--- src/rtl/dark_linebuf_pkg.sv ---
// Shared constants for the receive-side line editor: FSM encodings,
// control characters and STATUS bit positions.
package dark_linebuf_pkg;

  localparam logic [1:0] ST_COLLECT = 2'd0;
  localparam logic [1:0] ST_ECHO    = 2'd1;
  localparam logic [1:0] ST_EOL     = 2'd2;
  localparam logic [1:0] ST_READY   = 2'd3;

  localparam logic [7:0] CH_CR  = 8'h0D;
  localparam logic [7:0] CH_LF  = 8'h0A;
  localparam logic [7:0] CH_BS  = 8'h08;
  localparam logic [7:0] CH_DEL = 8'h7F;
  localparam logic [7:0] CH_SP  = 8'h20;

  localparam int STAT_READY   = 0;
  localparam int STAT_OVF     = 1;
  localparam int STAT_ECHOREQ = 2;

  // Both BS and DEL erase the previous character.
  function automatic logic is_erase(input logic [7:0] b);
    return (b == CH_BS) || (b == CH_DEL);
  endfunction

endpackage

--- src/rtl/dark_linebuf_ram.sv ---
// Line storage: one synchronous write port, one asynchronous read port.
module dark_linebuf_ram #(
  parameter int DEPTH = 64,
  parameter int AW    = $clog2(DEPTH)
) (
  input  logic          clk,
  input  logic          we,
  input  logic [AW-1:0] waddr,
  input  logic [7:0]    wdata,
  input  logic [AW-1:0] raddr,
  output logic [7:0]    rdata
);

  logic [7:0] mem [DEPTH];

  always_ff @(posedge clk) begin
    if (we) mem[waddr] <= wdata;
  end

  assign rdata = mem[raddr];

endmodule

--- src/rtl/dark_linebuf.sv ---
// Line editor between the UART receiver and the core bus: collects a line with
// backspace editing, echoes edits to the transmitter, and exposes the line as a byte queue.
module dark_linebuf
  import dark_linebuf_pkg::*;
#(
  parameter int DEPTH = 64,
  parameter bit ECHO  = 1'b1
) (
  input  logic        CLK,
  input  logic        RES,
  input  logic        RXSTB,
  input  logic [7:0]  RXDATA,
  output logic        ECHOREQ,
  output logic [7:0]  ECHODATA,
  input  logic        ECHOACK,
  input  logic        RD,
  input  logic        WR,
  input  logic [3:0]  BE,
  input  logic [31:0] DATAI,
  output logic [31:0] DATAO,
  output logic        IRQ,
  output logic [3:0]  DEBUG
);

  localparam int AW = $clog2(DEPTH);
  localparam logic [AW-1:0] CNT_MAX = AW'(DEPTH - 1);

  logic [1:0]    state;
  logic [AW-1:0] cnt;
  logic [AW-1:0] rptr;
  logic          ovf;
  logic [1:0]    seq_idx;
  logic          seq_erase;
  logic [7:0]    echo_char;
  logic [7:0]    echo_byte;
  logic [7:0]    rd_byte;
  logic [7:0]    status;

  logic discard, ovf_clr, pop, rx, in_collect;
  logic is_cr, is_lf, is_term, is_char, full;
  logic buf_we, ovf_set, ack, seq_last, release_line;
  logic [AW-1:0] rptr_inc;
  logic unused_bits;

  assign unused_bits = ^{DATAI[31:2], BE[3:2]};

  assign discard    = WR & BE[0] & DATAI[0];
  assign ovf_clr    = WR & BE[0] & DATAI[1];
  assign pop        = RD & BE[1] & (state == ST_READY);
  assign rx         = RXSTB & ~discard;
  assign in_collect = (state == ST_COLLECT);

  assign is_cr   = (RXDATA == CH_CR);
  assign is_lf   = (RXDATA == CH_LF);
  assign is_term = is_cr | (is_lf & (cnt != '0));
  assign is_char = ~is_cr & ~is_lf & ~is_erase(RXDATA);
  assign full    = (cnt == CNT_MAX);

  assign buf_we  = rx & in_collect & is_char & ~full;
  // Any byte that arrives while the editor is busy is lost, as is a printable byte on a full line.
  assign ovf_set = rx & (~in_collect | (is_char & full));

  assign ECHOREQ = ECHO & ((state == ST_ECHO) | (state == ST_EOL));
  assign ack     = ECHOREQ & ECHOACK;

  always_comb begin
    seq_last = 1'b0;
    if (state == ST_EOL)  seq_last = (seq_idx == 2'd1);
    else if (seq_erase)   seq_last = (seq_idx == 2'd2);
    else                  seq_last = (seq_idx == 2'd0);
  end

  // Erase sequence is BS, SP, BS; end-of-line sequence is CR, LF.
  always_comb begin
    echo_byte = 8'h00;
    if (state == ST_EOL)
      echo_byte = (seq_idx == 2'd0) ? CH_CR : CH_LF;
    else if (state == ST_ECHO) begin
      if (seq_erase) echo_byte = (seq_idx == 2'd1) ? CH_SP : CH_BS;
      else           echo_byte = echo_char;
    end
  end

  assign ECHODATA = ECHOREQ ? echo_byte : 8'h00;

  assign rptr_inc     = rptr + AW'(1);
  assign release_line = (cnt == '0) | (rptr_inc == cnt);

  always_ff @(posedge CLK or posedge RES) begin
    if (RES) begin
      state     <= ST_COLLECT;
      cnt       <= '0;
      rptr      <= '0;
      seq_idx   <= 2'd0;
      seq_erase <= 1'b0;
      echo_char <= 8'h00;
    end else if (discard) begin
      state   <= ST_COLLECT;
      cnt     <= '0;
      rptr    <= '0;
      seq_idx <= 2'd0;
    end else begin
      case (state)
        ST_COLLECT: begin
          if (RXSTB) begin
            if (is_term) begin
              state   <= ECHO ? ST_EOL : ST_READY;
              seq_idx <= 2'd0;
            end else if (is_erase(RXDATA)) begin
              if (cnt != '0) begin
                cnt <= cnt - AW'(1);
                if (ECHO) begin
                  state     <= ST_ECHO;
                  seq_erase <= 1'b1;
                  seq_idx   <= 2'd0;
                end
              end
            end else if (is_char && !full) begin
              cnt <= cnt + AW'(1);
              if (ECHO) begin
                state     <= ST_ECHO;
                seq_erase <= 1'b0;
                seq_idx   <= 2'd0;
                echo_char <= RXDATA;
              end
            end
          end
        end
        ST_ECHO, ST_EOL: begin
          if (ack) begin
            if (seq_last) begin
              state   <= (state == ST_EOL) ? ST_READY : ST_COLLECT;
              seq_idx <= 2'd0;
            end else begin
              seq_idx <= seq_idx + 2'd1;
            end
          end
        end
        default: begin
          if (pop) begin
            if (release_line) begin
              cnt   <= '0;
              rptr  <= '0;
              state <= ST_COLLECT;
            end else begin
              rptr <= rptr_inc;
            end
          end
        end
      endcase
    end
  end

  // A same-cycle overflow outranks the software clear so no drop goes unreported.
  always_ff @(posedge CLK or posedge RES) begin
    if (RES)          ovf <= 1'b0;
    else if (ovf_set) ovf <= 1'b1;
    else if (ovf_clr) ovf <= 1'b0;
  end

  dark_linebuf_ram #(.DEPTH(DEPTH), .AW(AW)) u_ram (
    .clk   (CLK),
    .we    (buf_we),
    .waddr (cnt),
    .wdata (RXDATA),
    .raddr (rptr),
    .rdata (rd_byte)
  );

  always_comb begin
    status               = 8'h00;
    status[STAT_READY]   = (state == ST_READY);
    status[STAT_OVF]     = ovf;
    status[STAT_ECHOREQ] = ECHOREQ;
  end

  assign DATAO = {8'd0, 8'(cnt), rd_byte, status};
  assign IRQ   = (state == ST_READY);
  assign DEBUG = {state, ovf, ECHOREQ};

endmodule

--- config.mk ---
export PLATFORM = sky130hd
export DESIGN_NAME = dark_linebuf
export DESIGN_NICKNAME = d
export VERILOG_FILES = /design/src/rtl/dark_linebuf_pkg.sv /design/src/rtl/dark_linebuf_ram.sv /design/src/rtl/dark_linebuf.sv
export SDC_FILE = /design/constraint.sdc
export NUM_CORES = 1
export LEC_CHECK = 0
export CAP_MARGIN = 20
export CORE_UTILIZATION = 50
export CTS_BUF_LIST = sky130_fd_sc_hd__clkbuf_4 sky130_fd_sc_hd__clkbuf_8
export CTS_CLUSTER_DIAMETER = 40
export DETAILED_ROUTE_END_ITERATION = 8
export PLACE_DENSITY = 0.7
export SLEW_MARGIN = 5
export SYNTH_ARGS = -nofsm -noshare
export SYNTH_HDL_FRONTEND = slang
export SYNTH_SLANG_ARGS = --single-unit
--- constraint.sdc ---
create_clock -name CLK -period 2.74 [get_ports CLK]
set_input_delay 0.274 -clock CLK [delete_from_list [all_inputs] [get_ports CLK]]
set_output_delay 0.274 -clock CLK [all_outputs]
set_load 0.02 [all_outputs]
After elaboration in Yosys (flattened, before gate mapping)

Memory sizes are Yosys's and may differ from the RTL's.
Index checks and enable logic that the tools add are counted.

Add/subtract/negate cells: 4
Multipliers: 0
Divide/modulo/power cells: 0
Order comparisons: 0
Equal/unequal tests: 22
Shifts and indexed selects: 0
Multiplexer cells: 49
Bitwise gates (word level): 26
Reductions and logical operators: 23

Operators with widths:

| kind                | count |
|---|---|
| $mux 6              | 13 |
| $mux 2              | 19 |
| $mux 8              | 4 |
| $eq 8x4->1 const B  | 3 |
| $and 1x1->1         | 15 |
| $reduce_and 7->1    | 2 |
| $add 6x1->6 const B | 2 |
| $ne 3x3->1 const B  | 4 |
| $pmux 6 s2          | 1 |
| $reduce_and 6->1    | 2 |
| $mux 1              | 9 |
| $reduce_bool 3->1   | 3 |
| $eq 8x7->1 const B  | 1 |
| $pmux 2 s2          | 2 |
| $reduce_bool 4->1   | 2 |
| $not 1->1           | 7 |
| $eq 2x2->1 const B  | 3 |
| $eq 6x6->1          | 1 |
| $eq 6x6->1 const B  | 1 |
| $logic_not 6->1     | 1 |
| $reduce_bool 2->1   | 3 |
| $reduce_bool 6->1   | 1 |
| $sub 6x1->6 const B | 1 |
| $ne 5x2->1 const B  | 1 |
| 17 further kinds    | 23 |

Flip-flop bits (word level): 26
Latch bits: 0
RAM bits: 512
Memory bits (read-only): 0
Input bits: 50
Output and inout bits: 46
Logic and storage cells: 132
Memories: 1

Memories:

| memory    | depth | width | read ports | clocked after Yosys merged registers in | write ports | line                   | RTL |
|---|---|---|---|---|---|---|---|
| u_ram.mem | 64    | 8     | 1          | 0                                       | 1           | dark_linebuf_ram.sv:14 | `logic [7:0] mem [DEPTH];` |

Depth between registers and ports, before layout

Depth after elaboration: 11
Gate-level depth with buffers: 10
Mapped depth without buffers: 10

Cells and area by module

From an unflattened synthesis, not the netlist that was laid out.

Cell total of the unflattened synthesis: 1236
Area, all modules: 22328.9 um2

By module, submodules not included:

| module           | instances | cells each | area each (um2) | seq. area each (um2) |
|---|---|---|---|---|
| dark_linebuf_ram | 1         | 990        | 20156.8         | 15374.7 |
| dark_linebuf     | 1         | 246        | 2172.1          | 650.6 |

Worst setup path after synthesis

Ideal clock, no wire load.

Path type: input-to-reg
From: in RXDATA[4]
To: reg cnt[5]
Setup time: 0.080 ns
Arrival: 2.748 ns
Required time: 2.660 ns
Slack: -0.088 ns
Cell stages on the path: 10
Cells stage by stage: or4b_4 > or4_4 > nand2_1 > ha_1 > a211oi_1 > o21bai_1 > a21oi_1 > xor2_1 > or3b_1 > o211ai_2

Longest elaborated chain between the ends: 7

Ends and longest elaborated chain:

| what                                                        | line                                       | RTL |
|---|---|---|
| from (decl)                                                 | dark_linebuf.sv:12                         | `input logic [7:0] RXDATA,` |
| $eq 8x4->1, or another cell as far along                    | dark_linebuf.sv:53                         | `assign is_cr = (RXDATA == CH_CR);` |
| $not 1->1 / $logic_or 1x1->1 (equally long branches)        | dark_linebuf.sv:56, dark_linebuf_pkg.sv:22 |  |
| $and 1x1->1, or another cell as far along                   | dark_linebuf.sv:56                         | `assign is_char = ~is_cr & ~is_lf & ~is_erase(RXDATA);` |
| $and 1x1->1 / $mux 6 (equally long branches)                | dark_linebuf.sv:56, dark_linebuf.sv:106    |  |
| $logic_and 1x1->1 / $mux 6 (equally long branches)          | dark_linebuf.sv:118, dark_linebuf.sv:105   |  |
| $ne 4x2->1 (no line) / $pmux 6 s2 (equally long branches)   | --                                         |  |
| $reduce_and 7->1 (no line) / $mux 6 (equally long branches) | --                                         |  |
| to (signal assigned)                                        | dark_linebuf.sv:111                        | `cnt <= cnt - AW'(1);` |
| to (signal assigned)                                        | dark_linebuf.sv:119                        | `cnt <= cnt + AW'(1);` |
| to (decl)                                                   | dark_linebuf.sv:29                         | `logic [AW-1:0] cnt;` |

Parallel ways exist; a longest one is shown, timed or not. The select of a mux whose other input is x is not followed.
A chain may end at the register's enable or synchronous reset.

Final worst setup path

From: reg rptr[0]
To: out DATAO[9]

Longest elaborated chain between the ends: 1

Ends and longest elaborated chain:

| what                   | line                | RTL |
|---|---|---|
| from (decl)            | dark_linebuf.sv:30  | `logic [AW-1:0] rptr;` |
| from (signal assigned) | dark_linebuf.sv:146 | `rptr <= rptr_inc;` |
| $mem_v2 64x8           | --                  |  |
| to (decl)              | dark_linebuf.sv:20  | `output logic [31:0] DATAO,` |

No other way between the ends.

==> metrics <==
I/O pins 96; commonest non-fill, non-tap cells in the layout edfxtp_1 (512), mux4_2 (160), buf_4 (96), clkbuf_8 (95), nor2_2 (53); Die Ht 211 µm; Port-buffer cells 48; share of cells above drive strength 1 41.7%; clock latency at the later pin of the worst-skew pair 0.63 ns; fill count 3093; Placed Cells 1758; Pwr Density 776 nW/µm²; worst-margin pin slew 0.766 ns; setup_tns -4.86 ns; Core ar. 43000 µm²; global-route wire length before repair 73.5 mm; Util after Layout 61.2%; Worst EP arrival 3.11 ns; Num CTS Buffers 90; Overall Global Routing Usage 22.9%; Layout Nets 1348; RSZ-0062 raised after global routing true; via count 11200; DP Area 23800 µm²; cells after synthesis 1063; Post-synth EDFFs 512; pre-CTS setup slack -0.400 ns; First-pass DRT Iterations 5; worst rel slew slack 48.9%; CP Max Fanout 6; die extent in x 211 µm; initial antenna violation count 2; total gr overflow 0; total routed wirelength 49.1 mm; Setup Crit Path Kind flop to output pin; Initial Util 50.7%; row cnt 76; clk_skew 0.0199 ns; Layout Cells excl Fill 1942; top_reg_cell synth edfxtp_1; DRT iter0 DRCs 1045; vias per cell 5.76; vias in the first global route 11600; Max Cap Viol 0; worst path required time 2.47 ns; Net Sw Frac 24.8%; Synth Register Bits 538; Final Hold Vio Count 0; clock share of power 37.3%; Seq pwr share 45.4%; failing checks setup timing; RePlAce Congestion 0.806; Seq/Total Area, Yosys 73.6%; # setup viols final 8; final instance area 26300 µm²; Pint 15.4 mW; H-tree depth 3; clk buf depth 3; minimum clock period 3.39 ns; Startpoint Class flop; Crit. End Element output pin; YS warnings 0; P_sw 5.07 mW; static leakage 8.50 nW; peak supply drop 1.16 mV; Reg2Reg Depth 8; Fmax 0.295 GHz; cell area after synthesis 21800 µm²; Worst Hold Class input pin to asynchronous set/reset pin; Max Slew Vio Count 0; largest net degree at the start of global routing 66; Logic pwr share 17.3%; clk sinks 538; CTS tree built; Routed Antenna Nets 0; drt wl/cell 25.3 µm; # DRC 0; Final Total Pwr 20.4 mW; Reg clk slew, reported paths 0.06 ns; final hold slack 0.0655 ns; area delta synth->final 20.8%; status finished, violations left; dpl hpwl 31.1 mm; most common cell after layout, fill and taps aside edfxtp_1; asr flop ratio synth 4.83%; root buf cell clkbuf_8; Die Area 44400 µm²; Tcrit/Tclk final 124%; post-route setup slack -0.648 ns; syn avg cell area 20.5 µm²; Netlist cell types 58
## kinds of logic after synthesis
family | synth area share (%)
DFF | 73.6
other | 0.0172
muxes | 17.2
xor gates and xnor gates | 0.442
AOI/OAI and AO/OA | 2.38
and+or+nand+nor | 3.61
buffers and inverters | 1.95
adders and majority gates | 0.839
## layout make-up
class                           instances  area [µm²]  share of cell area (%)
Sequential cell                       538       16000                    60.9
Multi-Input combinational cell        459        5710                    21.7
Timing Repair Buffer                  179        1830                    6.95
Clock buffer                          125        1530                    5.82
Tap cell                              585         732                    2.78
Clock inverter                         39         422                    1.60
Inverter                               16        60.1                   0.228
Antenna cell                            1        2.50                 0.00951
## metal layers
metal	up-vias	part of all wire [%]	global-route usage (%)	wire (µm)
li1	4819	-	-	-
met1	5810	42	31.9	20400
met2	488	48	36.1	23800
met3	67	8.1	5.59	3970
met4	0	1.8	6.72	895
met5	-	0	0	0
## synthesized netlist by cell type (all sizes together), types with 7 or more instances
cell type / n / share of area (%)
edfxtp: 512 / 71
mux2: 10 / 0.52
nand2: 28 / 0.48
nor2: 85 / 1.5
ha: 13 / 0.75
a22oi: 17 / 0.61
xor2: 7 / 0.28
dfrtp: 26 / 3.0
a21oi: 12 / 0.33
nand3: 17 / 0.39
clkbuf: 26 / 0.45
mux4: 160 / 17
buf: 46 / 1.2
inv: 16 / 0.28
## power groups by stage
stage	registers, mW	clock network, mW	logic [mW]
finish	9.28	7.62	3.53
floorplan	9.47	0	1.97
global placement	9.44	0	3.22
CTS	9.28	7.76	3.48
detailed placement	9.45	0	3.25
global route	9.29	8.11	3.78
## worst max-delay path, stage by stage (launching register included)
cell	delay, ns
dfrtp_4	0.51
buf_12	0.16
buf_12	0.14
buf_12	0.13
mux4_2	0.43
mux4_2	0.54
a22oi_2	0.19
buf_4	0.18
nand2_2	0.06
buf_6	0.13
## state kept, by name, indices dropped and copies added (netlist names)
register   cells
cnt            6
echo_char      8
ovf            1
rptr           6
seq_erase      1
seq_idx        2
state          2
u_ram.mem    512
## timing repair
item | in CTS | in global routing
setup endpoints to repair | 302 | 167
hold buffers | 1 | 0
buffers inserted | 18 | 0
gates resized for setup | 124 | 33
hold endpoints to repair | 4 | 0
pin swaps | 9 | 6
cloned | 2 | 0
## path summary, 6_finish.rpt
kind	start	slack (ns)	to
worst max register to register	state[1]	0.09	u_ram.mem[6][1]
worst min-delay path	RES	0.07	seq_erase
worst max-delay path	rptr[0]	-0.65	DATAO[9]
max in group asynchronous	RES	2.03	echo_char[3]
min in group CLK	RXDATA[1]	0.18	echo_char[1]
worst min register to register	echo_char[6]	0.51	echo_char[6]
(Power assumes the default switching activity.)
